$ cat src/rtl/rkm_pkg.sv
// Shared definitions for the round-key mixer: FSM states, default geometry
// and the AES round counts that size the round-key store.
package rkm_pkg;

   typedef enum logic [1:0] {
      IDLE = 2'd0,
      PROC = 2'd1,
      DONE = 2'd2
   } rkm_state_e;

   localparam int DEFAULT_BLOCK_W = 128;
   localparam int DEFAULT_LANE_W  = 32;
   localparam int DEFAULT_NUM_RK  = 11;

   localparam int AES128_ROUNDS = 10;
   localparam int AES192_ROUNDS = 12;
   localparam int AES256_ROUNDS = 14;

   // Index width that still works for a single-entry store.
   function automatic int rkm_idx_w(input int n);
      return (n > 1) ? $clog2(n) : 1;
   endfunction

endpackage

$ cat src/rtl/round_key_mixer_if.sv
// Handshake and key-write bundle between the round controller (master)
// and the round-key mixer (slave).
interface round_key_mixer_if
   import rkm_pkg::*;
#(
   parameter int BLOCK_W = DEFAULT_BLOCK_W,
   parameter int NUM_RK  = DEFAULT_NUM_RK
);
   localparam int IW = rkm_idx_w(NUM_RK);

   logic               key_we;
   logic [IW-1:0]      key_idx;
   logic [BLOCK_W-1:0] key_wdata;
   logic               key_ready;
   logic               in_valid;
   logic               in_ready;
   logic [BLOCK_W-1:0] in_data;
   logic [IW-1:0]      in_idx;
   logic               out_valid;
   logic               out_ready;
   logic [BLOCK_W-1:0] out_data;
   logic               out_err;
   logic               busy;

   modport master (
      output key_we, key_idx, key_wdata, in_valid, in_data, in_idx, out_ready,
      input  key_ready, in_ready, out_valid, out_data, out_err, busy
   );

   modport slave (
      input  key_we, key_idx, key_wdata, in_valid, in_data, in_idx, out_ready,
      output key_ready, in_ready, out_valid, out_data, out_err, busy
   );

endinterface

$ cat src/rtl/rkm_key_store.sv
// Round-key register file: one write port, one combinational read port.
// Reading an index with no backing entry returns an all-zero key.
module rkm_key_store
   import rkm_pkg::*;
#(
   parameter int BLOCK_W = DEFAULT_BLOCK_W,
   parameter int NUM_RK  = DEFAULT_NUM_RK,
   parameter int IW      = rkm_idx_w(NUM_RK)
) (
   input  logic               clk,
   input  logic               rst,
   input  logic               i_we,
   input  logic [IW-1:0]      i_widx,
   input  logic [BLOCK_W-1:0] i_wdata,
   input  logic [IW-1:0]      i_ridx,
   output logic [BLOCK_W-1:0] o_rdata
);

   logic [BLOCK_W-1:0] r_keys [NUM_RK];

   // Writes to indexes beyond the store match no entry and are dropped.
   always_ff @(posedge clk or posedge rst) begin
      if (rst) begin
         for (int i = 0; i < NUM_RK; i++) begin
            r_keys[i] <= '0;
         end
      end else if (i_we) begin
         for (int i = 0; i < NUM_RK; i++) begin
            if (i_widx == IW'(i)) begin
               r_keys[i] <= i_wdata;
            end
         end
      end
   end

   always_comb begin
      o_rdata = '0;
      for (int i = 0; i < NUM_RK; i++) begin
         if (i_ridx == IW'(i)) begin
            o_rdata = r_keys[i];
         end
      end
   end

endmodule

$ cat src/rtl/round_key_mixer.sv
// Lane-serial AddRoundKey: XORs a latched state block with a stored round
// key LANE_W bits per cycle and hands the result out on valid/ready.
module round_key_mixer
   import rkm_pkg::*;
#(
   parameter int BLOCK_W = DEFAULT_BLOCK_W,
   parameter int LANE_W  = DEFAULT_LANE_W,
   parameter int NUM_RK  = DEFAULT_NUM_RK
) (
   input logic              clk,
   input logic              rst,
   round_key_mixer_if.slave bus
);

   localparam int BEATS = BLOCK_W / LANE_W;
   localparam int IW    = rkm_idx_w(NUM_RK);
   localparam int BW    = (BEATS > 1) ? $clog2(BEATS) : 1;

   localparam logic [IW:0]   NUM_RK_X  = (IW + 1)'(NUM_RK);
   localparam logic [BW-1:0] LAST_BEAT = BW'(BEATS - 1);

   if (BLOCK_W % LANE_W != 0) begin : g_laneCheck
      $error("round_key_mixer: LANE_W must divide BLOCK_W");
   end

   rkm_state_e         r_state;
   rkm_state_e         w_nextState;
   logic [BLOCK_W-1:0] r_data;
   logic [IW-1:0]      r_idx;
   logic [BW-1:0]      r_beat;
   logic               r_err;
   logic               w_accept;
   logic               w_keyWe;
   logic [BLOCK_W-1:0] w_key;

   // Keys are only writable in IDLE, so an in-flight block never sees a change.
   assign w_accept = (r_state == IDLE) && bus.in_valid;
   assign w_keyWe  = (r_state == IDLE) && bus.key_we;

   rkm_key_store #(
      .BLOCK_W (BLOCK_W),
      .NUM_RK  (NUM_RK),
      .IW      (IW)
   ) u_keyStore (
      .clk     (clk),
      .rst     (rst),
      .i_we    (w_keyWe),
      .i_widx  (bus.key_idx),
      .i_wdata (bus.key_wdata),
      .i_ridx  (r_idx),
      .o_rdata (w_key)
   );

   always_ff @(posedge clk or posedge rst) begin
      if (rst) begin
         r_state <= IDLE;
      end else begin
         r_state <= w_nextState;
      end
   end

   always_comb begin
      w_nextState   = r_state;
      bus.in_ready  = 1'b0;
      bus.key_ready = 1'b0;
      bus.out_valid = 1'b0;
      bus.busy      = 1'b1;
      case (r_state)
         IDLE: begin
            bus.in_ready  = 1'b1;
            bus.key_ready = 1'b1;
            bus.busy      = 1'b0;
            if (bus.in_valid) begin
               w_nextState = PROC;
            end
         end
         PROC: begin
            if (r_beat == LAST_BEAT) begin
               w_nextState = DONE;
            end
         end
         DONE: begin
            bus.out_valid = 1'b1;
            if (bus.out_ready) begin
               w_nextState = IDLE;
            end
         end
         default: begin
            w_nextState = IDLE;
         end
      endcase
   end

   // The key read is registered-index only, so a key written in the accept
   // cycle is already visible when the first lane is mixed.
   always_ff @(posedge clk or posedge rst) begin
      if (rst) begin
         r_data <= '0;
         r_idx  <= '0;
         r_beat <= '0;
         r_err  <= 1'b0;
      end else if (w_accept) begin
         r_data <= bus.in_data;
         r_idx  <= bus.in_idx;
         r_err  <= ({1'b0, bus.in_idx} >= NUM_RK_X);
         r_beat <= '0;
      end else if (r_state == PROC) begin
         for (int b = 0; b < BEATS; b++) begin
            if (r_beat == BW'(b)) begin
               r_data[b*LANE_W +: LANE_W] <= r_data[b*LANE_W +: LANE_W] ^ w_key[b*LANE_W +: LANE_W];
            end
         end
         r_beat <= r_beat + BW'(1);
      end
   end

   assign bus.out_data = r_data;
   assign bus.out_err  = r_err;

endmodule

$ cat src/flat_wrapper.sv
// flat-port wrapper written by rule: the top's interface ports become plain ports
module round_key_mixer_flat import rkm_pkg::*;
#(
   parameter int BLOCK_W = DEFAULT_BLOCK_W,
   parameter int LANE_W  = DEFAULT_LANE_W,
   parameter int NUM_RK  = DEFAULT_NUM_RK
)
  (clk, rst, bus_key_we, bus_key_idx, bus_key_wdata, bus_in_valid, bus_in_data, bus_in_idx, bus_out_ready, bus_key_ready, bus_in_ready, bus_out_valid, bus_out_data, bus_out_err, bus_busy);
  round_key_mixer_if #(.BLOCK_W(BLOCK_W), .NUM_RK(NUM_RK)) bus_i ();
  input logic clk;
  input logic rst;
  input wire logic [$bits(bus_i.key_we)-1:0] bus_key_we;
  input wire logic [$bits(bus_i.key_idx)-1:0] bus_key_idx;
  input wire logic [$bits(bus_i.key_wdata)-1:0] bus_key_wdata;
  input wire logic [$bits(bus_i.in_valid)-1:0] bus_in_valid;
  input wire logic [$bits(bus_i.in_data)-1:0] bus_in_data;
  input wire logic [$bits(bus_i.in_idx)-1:0] bus_in_idx;
  input wire logic [$bits(bus_i.out_ready)-1:0] bus_out_ready;
  output wire logic [$bits(bus_i.key_ready)-1:0] bus_key_ready;
  output wire logic [$bits(bus_i.in_ready)-1:0] bus_in_ready;
  output wire logic [$bits(bus_i.out_valid)-1:0] bus_out_valid;
  output wire logic [$bits(bus_i.out_data)-1:0] bus_out_data;
  output wire logic [$bits(bus_i.out_err)-1:0] bus_out_err;
  output wire logic [$bits(bus_i.busy)-1:0] bus_busy;
  assign bus_i.key_we = bus_key_we;
  assign bus_i.key_idx = bus_key_idx;
  assign bus_i.key_wdata = bus_key_wdata;
  assign bus_i.in_valid = bus_in_valid;
  assign bus_i.in_data = bus_in_data;
  assign bus_i.in_idx = bus_in_idx;
  assign bus_i.out_ready = bus_out_ready;
  assign bus_key_ready = bus_i.key_ready;
  assign bus_in_ready = bus_i.in_ready;
  assign bus_out_valid = bus_i.out_valid;
  assign bus_out_data = bus_i.out_data;
  assign bus_out_err = bus_i.out_err;
  assign bus_busy = bus_i.busy;
  round_key_mixer #(.BLOCK_W(BLOCK_W), .LANE_W(LANE_W), .NUM_RK(NUM_RK)) u_core (.clk(clk), .rst(rst), .bus(bus_i));
endmodule
$ cat config.mk
export PLATFORM = sky130hd
export DESIGN_NAME = round_key_mixer_flat
export DESIGN_NICKNAME = d
export VERILOG_FILES = /design/src/rtl/rkm_pkg.sv /design/src/rtl/round_key_mixer_if.sv /design/src/rtl/rkm_key_store.sv /design/src/rtl/round_key_mixer.sv /design/src/flat_wrapper.sv
export SDC_FILE = /design/constraint.sdc
export NUM_CORES = 2
export LEC_CHECK = 0
export ABC_CLOCK_PERIOD_IN_PS = 56400
export BUFFER_PORTS_ARGS = -buffer_cell sky130_fd_sc_hd__buf_2
export CAP_MARGIN = 40
export CORE_MARGIN = 4
export CORE_UTILIZATION = 31
export DETAILED_ROUTE_END_ITERATION = 7
export HOLD_SLACK_MARGIN = 0.15
export PLACE_DENSITY = 0.56
export SYNTH_ARGS = -nofsm -noshare
export SYNTH_HDL_FRONTEND = slang
export SYNTH_SLANG_ARGS = --single-unit
export TNS_END_PERCENT = 20
$ cat constraint.sdc
create_clock -name clk -period 56.4 [get_ports clk]
set_input_delay 11.28 -clock clk [delete_from_list [all_inputs] [get_ports clk]]
set_output_delay 11.28 -clock clk [all_outputs]
set_load 0.01 [all_outputs]
---- After elaboration in Yosys (flattened, before gate mapping) ----
Cells that the tools add are included.
storage, ports and cells
  output and inout port bits .............. 133
  word-level logic and storage cells ...... 106
  register bits ........................... 1545
  input bits .............................. 269
cells by class
  reduce and logical (&&, ||, !) cells .... 27
  muxes and demuxes ....................... 26
  $add $sub $neg .......................... 1
  eq/ne operators ......................... 28
  magnitude comparators ................... 1
  bitwise logic cells ..................... 4
operators by type and width
  cell                                                             number
  128-bit two-way mux                                              13
  32-bit two-way mux                                               4
  32-bit bitwise XOR                                               4
  4-bit by 3-bit == test with 1-bit output, second input constant  8
  2-bit AND reduction                                              15
  4-bit == test, second input constant                             6
  4-bit by 2-bit == test with 1-bit output, second input constant  4
  2-bit two-way mux                                                5
  2-bit nonzero test                                               5
  4-bit by 1-bit == test with 1-bit output, second input constant  2
  4-bit zero test                                                  2
  2-bit == test, second input constant                             3
  2-bit != test, second input constant                             3
  2-bit case mux with 3 select lines                               1
  2-bit by 1-bit == test with 1-bit output, second input constant  2
  4-bit greater-or-equal comparator, second input constant         1
  2-bit zero test                                                  2
  1-bit two-way mux                                                3
  3-bit AND reduction                                              1
  2-bit by 1-bit adder with 2-bit output, second input constant    1
  1-bit logical AND                                                2

---- Longest topological paths before layout ----
  word-level depth ........................ 16
  mapped depth ............................ 11
  depth with buffers taken out ............ 8

---- Modules after synthesis ----
Synthesis repeated with hierarchy kept, for this count alone.
second synthesis, totals
  cells, all modules ...................... 6160
  area, all modules ....................... 74303.8 um^2
by module, submodules not included
  module           instances  area each (um^2)  cells an instance  seq. area each (um^2)
  rkm_key_store    1          66850.4           5413               35233.8
  round_key_mixer  1          7453.4            747                3428.3

---- Worst setup path after synthesis ----
OpenSTA, ideal clock, no wires.
  kind .................................... input -> register
  start point ............................. input port bus_key_idx[3]
  end point ............................... register u_core.u_keyStore.r_keys[1178] in the netlist's numbering
  slack ................................... 43.574 ns
  arrival ................................. 12.701 ns
  buffers on the path ..................... 3
  library setup time ...................... 0.125 ns
  stages .................................. 6
  required time ........................... 56.275 ns
  cell sequence ........................... or3_1 nor3b_1 buf_2 buf_6 buf_6 mux2_2
between the ends
  word-level cells in the longest chain between the ends .. 2
ends and longest elaborated chain
  element                                   line                 source
  start: declaration                        flat_wrapper.sv:13   input wire logic [$bits(bus_i.key_idx)-1:0] bus_key_idx;
  4-bit by 1-bit == test with 1-bit output  rkm_key_store.sv:29  if (i_widx == IW'(i)) begin
  2-bit AND reduction (no source line)      --
  end signal: indexed assignment            rkm_key_store.sv:30  r_keys[i] <= i_wdata;
  end: declaration                          rkm_key_store.sv:19  logic [BLOCK_W-1:0] r_keys [NUM_RK];
No other way between the ends.
A chain may end at the register's enable or synchronous reset.

==> results.ini <==
[critical_path]
crit_fanout = 159
r2r-end = u_core.bus.out_data[17]
reg2reg_depth = 9
crit_path_end_kind = async pin
rr_startpoint = u_core.r_idx[2]
worstSetupStartpointType = input pin
worstPathRequired_ps = 57210
rrSetupSlack_ps = 51480
worstPathArrival_ps = 15140
worstSetupPathType = in -> async

[synthesis]
synth_area_leaders = dfrtp_1, mux2_2, mux2i_1
yosys_warnings = 0
syn_inst = 5981
synth.distinct_cells = 82
netlist_area_um2 = 73500
synthArstFlopShare_pct = 100
synth_nets = 6254
synth_ff_type = dfrtp_1
yosysTopAreaCell = dfrtp_1
synth_edf_count = 0
synth_top_area_share_pct = 52.6
ys_seq_area_share_pct = 52.6
avgSynthCellArea_um2 = 12.3
ys_seq_elements = 1545

[min_path]
holdCritStartpoint = u_core.u_keyStore.r_keys[1154]
hold_depth = 1
whs_endpoint = u_core.u_keyStore.r_keys[1154]
hp-class = reg -> reg

[power_and_ir_drop]
power_uw = 5010
power.density_nw_per_um2 = 59.3
ir_drop_v = 0.0000333
power.internal_uw = 3130
p_leak_uw = 0.0376
power_frac_comb_pct = 39.3
seqPwrFrac_pct = 38.1
clock_power_share_pct = 22.7
swShare_pct = 37.5
p_switching_uw = 1880

[clocking]
tritoncts = yes
clk_path_buf_depth = 3
clock_latency_ps = 820
ctsResizeCount = 0
cts_htree_levels = 4
cts_hold_buf = 0
cts_sinks = 1545
post_cts_buffers = 0
cts_buffers = 175
root_buffer = clkbuf_16
path_clk_slew_ps = 60

[routing]
first_pass_iters = 6
drt_iter0_drc = 4312
route.detailed.drc = 0
routedWlPerCell_um = 27.4
drtAntennaViolNets = 0
vias = 52346
via_per_inst = 5.56
drt-total-wl_um = 258000

[die]
rows = 178
die_area_um2 = 245000
io_pins = 402
die_y_um = 495
core_area_um2 = 236000
start_util_pct = 31.2
die_w_um = 495

[sta]
drv_slew = 0
setup_ws_ps = 42070
rsz0062_at_grt = no
setup_viol = 0
skew_ps = 46.5
tightestPinTransition_ps = 1030
max_freq_mhz = 69.8
post-route-min-period_ps = 14330
tns_ps = 0
hold_ws_ps = 489
slew_headroom_pct = 31.2
finalCritPeriodShare_pct = 25.4
hold_viol = 0

[grt]
gr-usage-met1_pct = 27.3
grt_pass1_vias = 53341
grt_overflow = 0
met3_usage_pct = 4.05
antenna_found_initial = 62
busiest_layer = met2
grt.total_usage_pct = 20.6
grt_start_max_net_pins = 170
met2_usage_pct = 33.4
grt_first_pass_wirelength_um = 375000

[final_layout]
fin_area_um2 = 84600
finalNetCount = 6374
drive_gt1_share_pct = 37.8
syn2layout_area_growth_pct = 15.1

[placement]
gp_congestion = 0.760
dp_hpwl_um = 154000
place_ws_ps = 41080
portBuffers = 401
placed_area_um2 = 78800

[status]
status = completed

[run]
drv_cap = 0

metal layers:
metal,vias to the layer above,part of all wire (%)
li1,22232,-
met1,27794,43
met2,1814,47
met3,486,6.4
met4,20,3.8
met5,-,0.048
synthesized netlist by cell type (43+ instances only):
master and n:
a21oi_1 256, a22oi_1 135, o22a_1 44, dfrtp_1 1545, a2bb2oi_1 54, o221ai_1 51
clkbuf_1 299, o2bb2ai_1 53, nand2_1 235, o22ai_1 96, a221o_1 43, nor2_1 248
mux2_2 1429, buf_2 196, buf_4 54, a31oi_1 83, mux2i_1 206, o21ai_0 202
how the worst max path moves through the flow:
stage / startpoint / to / slack, ps
finish: rst / u_core.u_keyStore.r_keys[162] / 42070
floorplan: rst / u_core.bus.out_data[0] / 1530
global placement: rst / u_core.r_idx[0] / 40710
CTS: rst / u_core.u_keyStore.r_keys[162] / 41970
detailed placement: rst / u_core.bus.out_data[20] / 41080
global route: rst / u_core.u_keyStore.r_keys[313] / 41580
flip-flops by register name (all words and copies together) (netlist names):
name,cells
u_core.r_idx,4
u_core.bus.out_data,128
u_core.bus.out_err,1
u_core.r_beat,2
u_core.u_keyStore.r_keys,1408
u_core.r_state,2
cell type report:
| class | instances | area, um2 |
|---|---|---|
| flip-flops and latches | 1545 | 38700 |
| diodes | 19 | 47.5 |
| multi-input cells | 3798 | 32100 |
| well taps | 3150 | 3940 |
| fillers | 22936 | 151000 |
| repair buffers | 549 | 4050 |
| inverters | 32 | 133 |
| clock buffers | 276 | 5260 |
| clock inverters | 38 | 429 |
power by group through the flow:
stage / Combinational, uW / Clock (uW) / Sequential [uW]
CTS: 1960 / 1160 / 1900
floorplan: 1300 / 0 / 1870
global route: 2110 / 1210 / 1960
detailed placement: 1960 / 0 / 1920
global placement: 1860 / 0 / 1890
finish: 1970 / 1140 / 1910
through the flow:
step,util [%],cells
after global routing,35.9,9394
final,35.9,9407
after global placement,33.0,9023
after floorplan,-,5981
after detailed placement,33.4,9071
after CTS,35.8,9385
layout by cell type, fill, tap and decap left out, types with 53 or more instances in the layout:
cell type and instances:
a21oi_1 252, a22oi_1 135, a2bb2oi_1 54, a31oi_1 83
buf_2 404, buf_4 88, clkbuf_16 176, dfrtp_1 1541
mux2_2 1429, mux2i_1 206, nand2_1 225, nor2_1 246
o21ai_0 202, o22ai_1 96, o2bb2ai_1 53
cells by family after synthesis:
kind of cell	count (synthesis)	share of synthesized area [%]
AO/OA/AOI/OAI	1342	12.8
flip-flops	1545	52.6
AND/OR/NAND/NOR	808	5.47
adder cells (fa/ha/maj)	4	0.0681
multiplexers	1644	24.9
buffers and inverters	638	4.17
critical path: stages:
cell	delay, ps
buf_2	130
inv_8	80
buf_16	390
buf_4	630
buf_4	780
buf_4	740
buf_12	660
(Power assumes the default switching activity.)
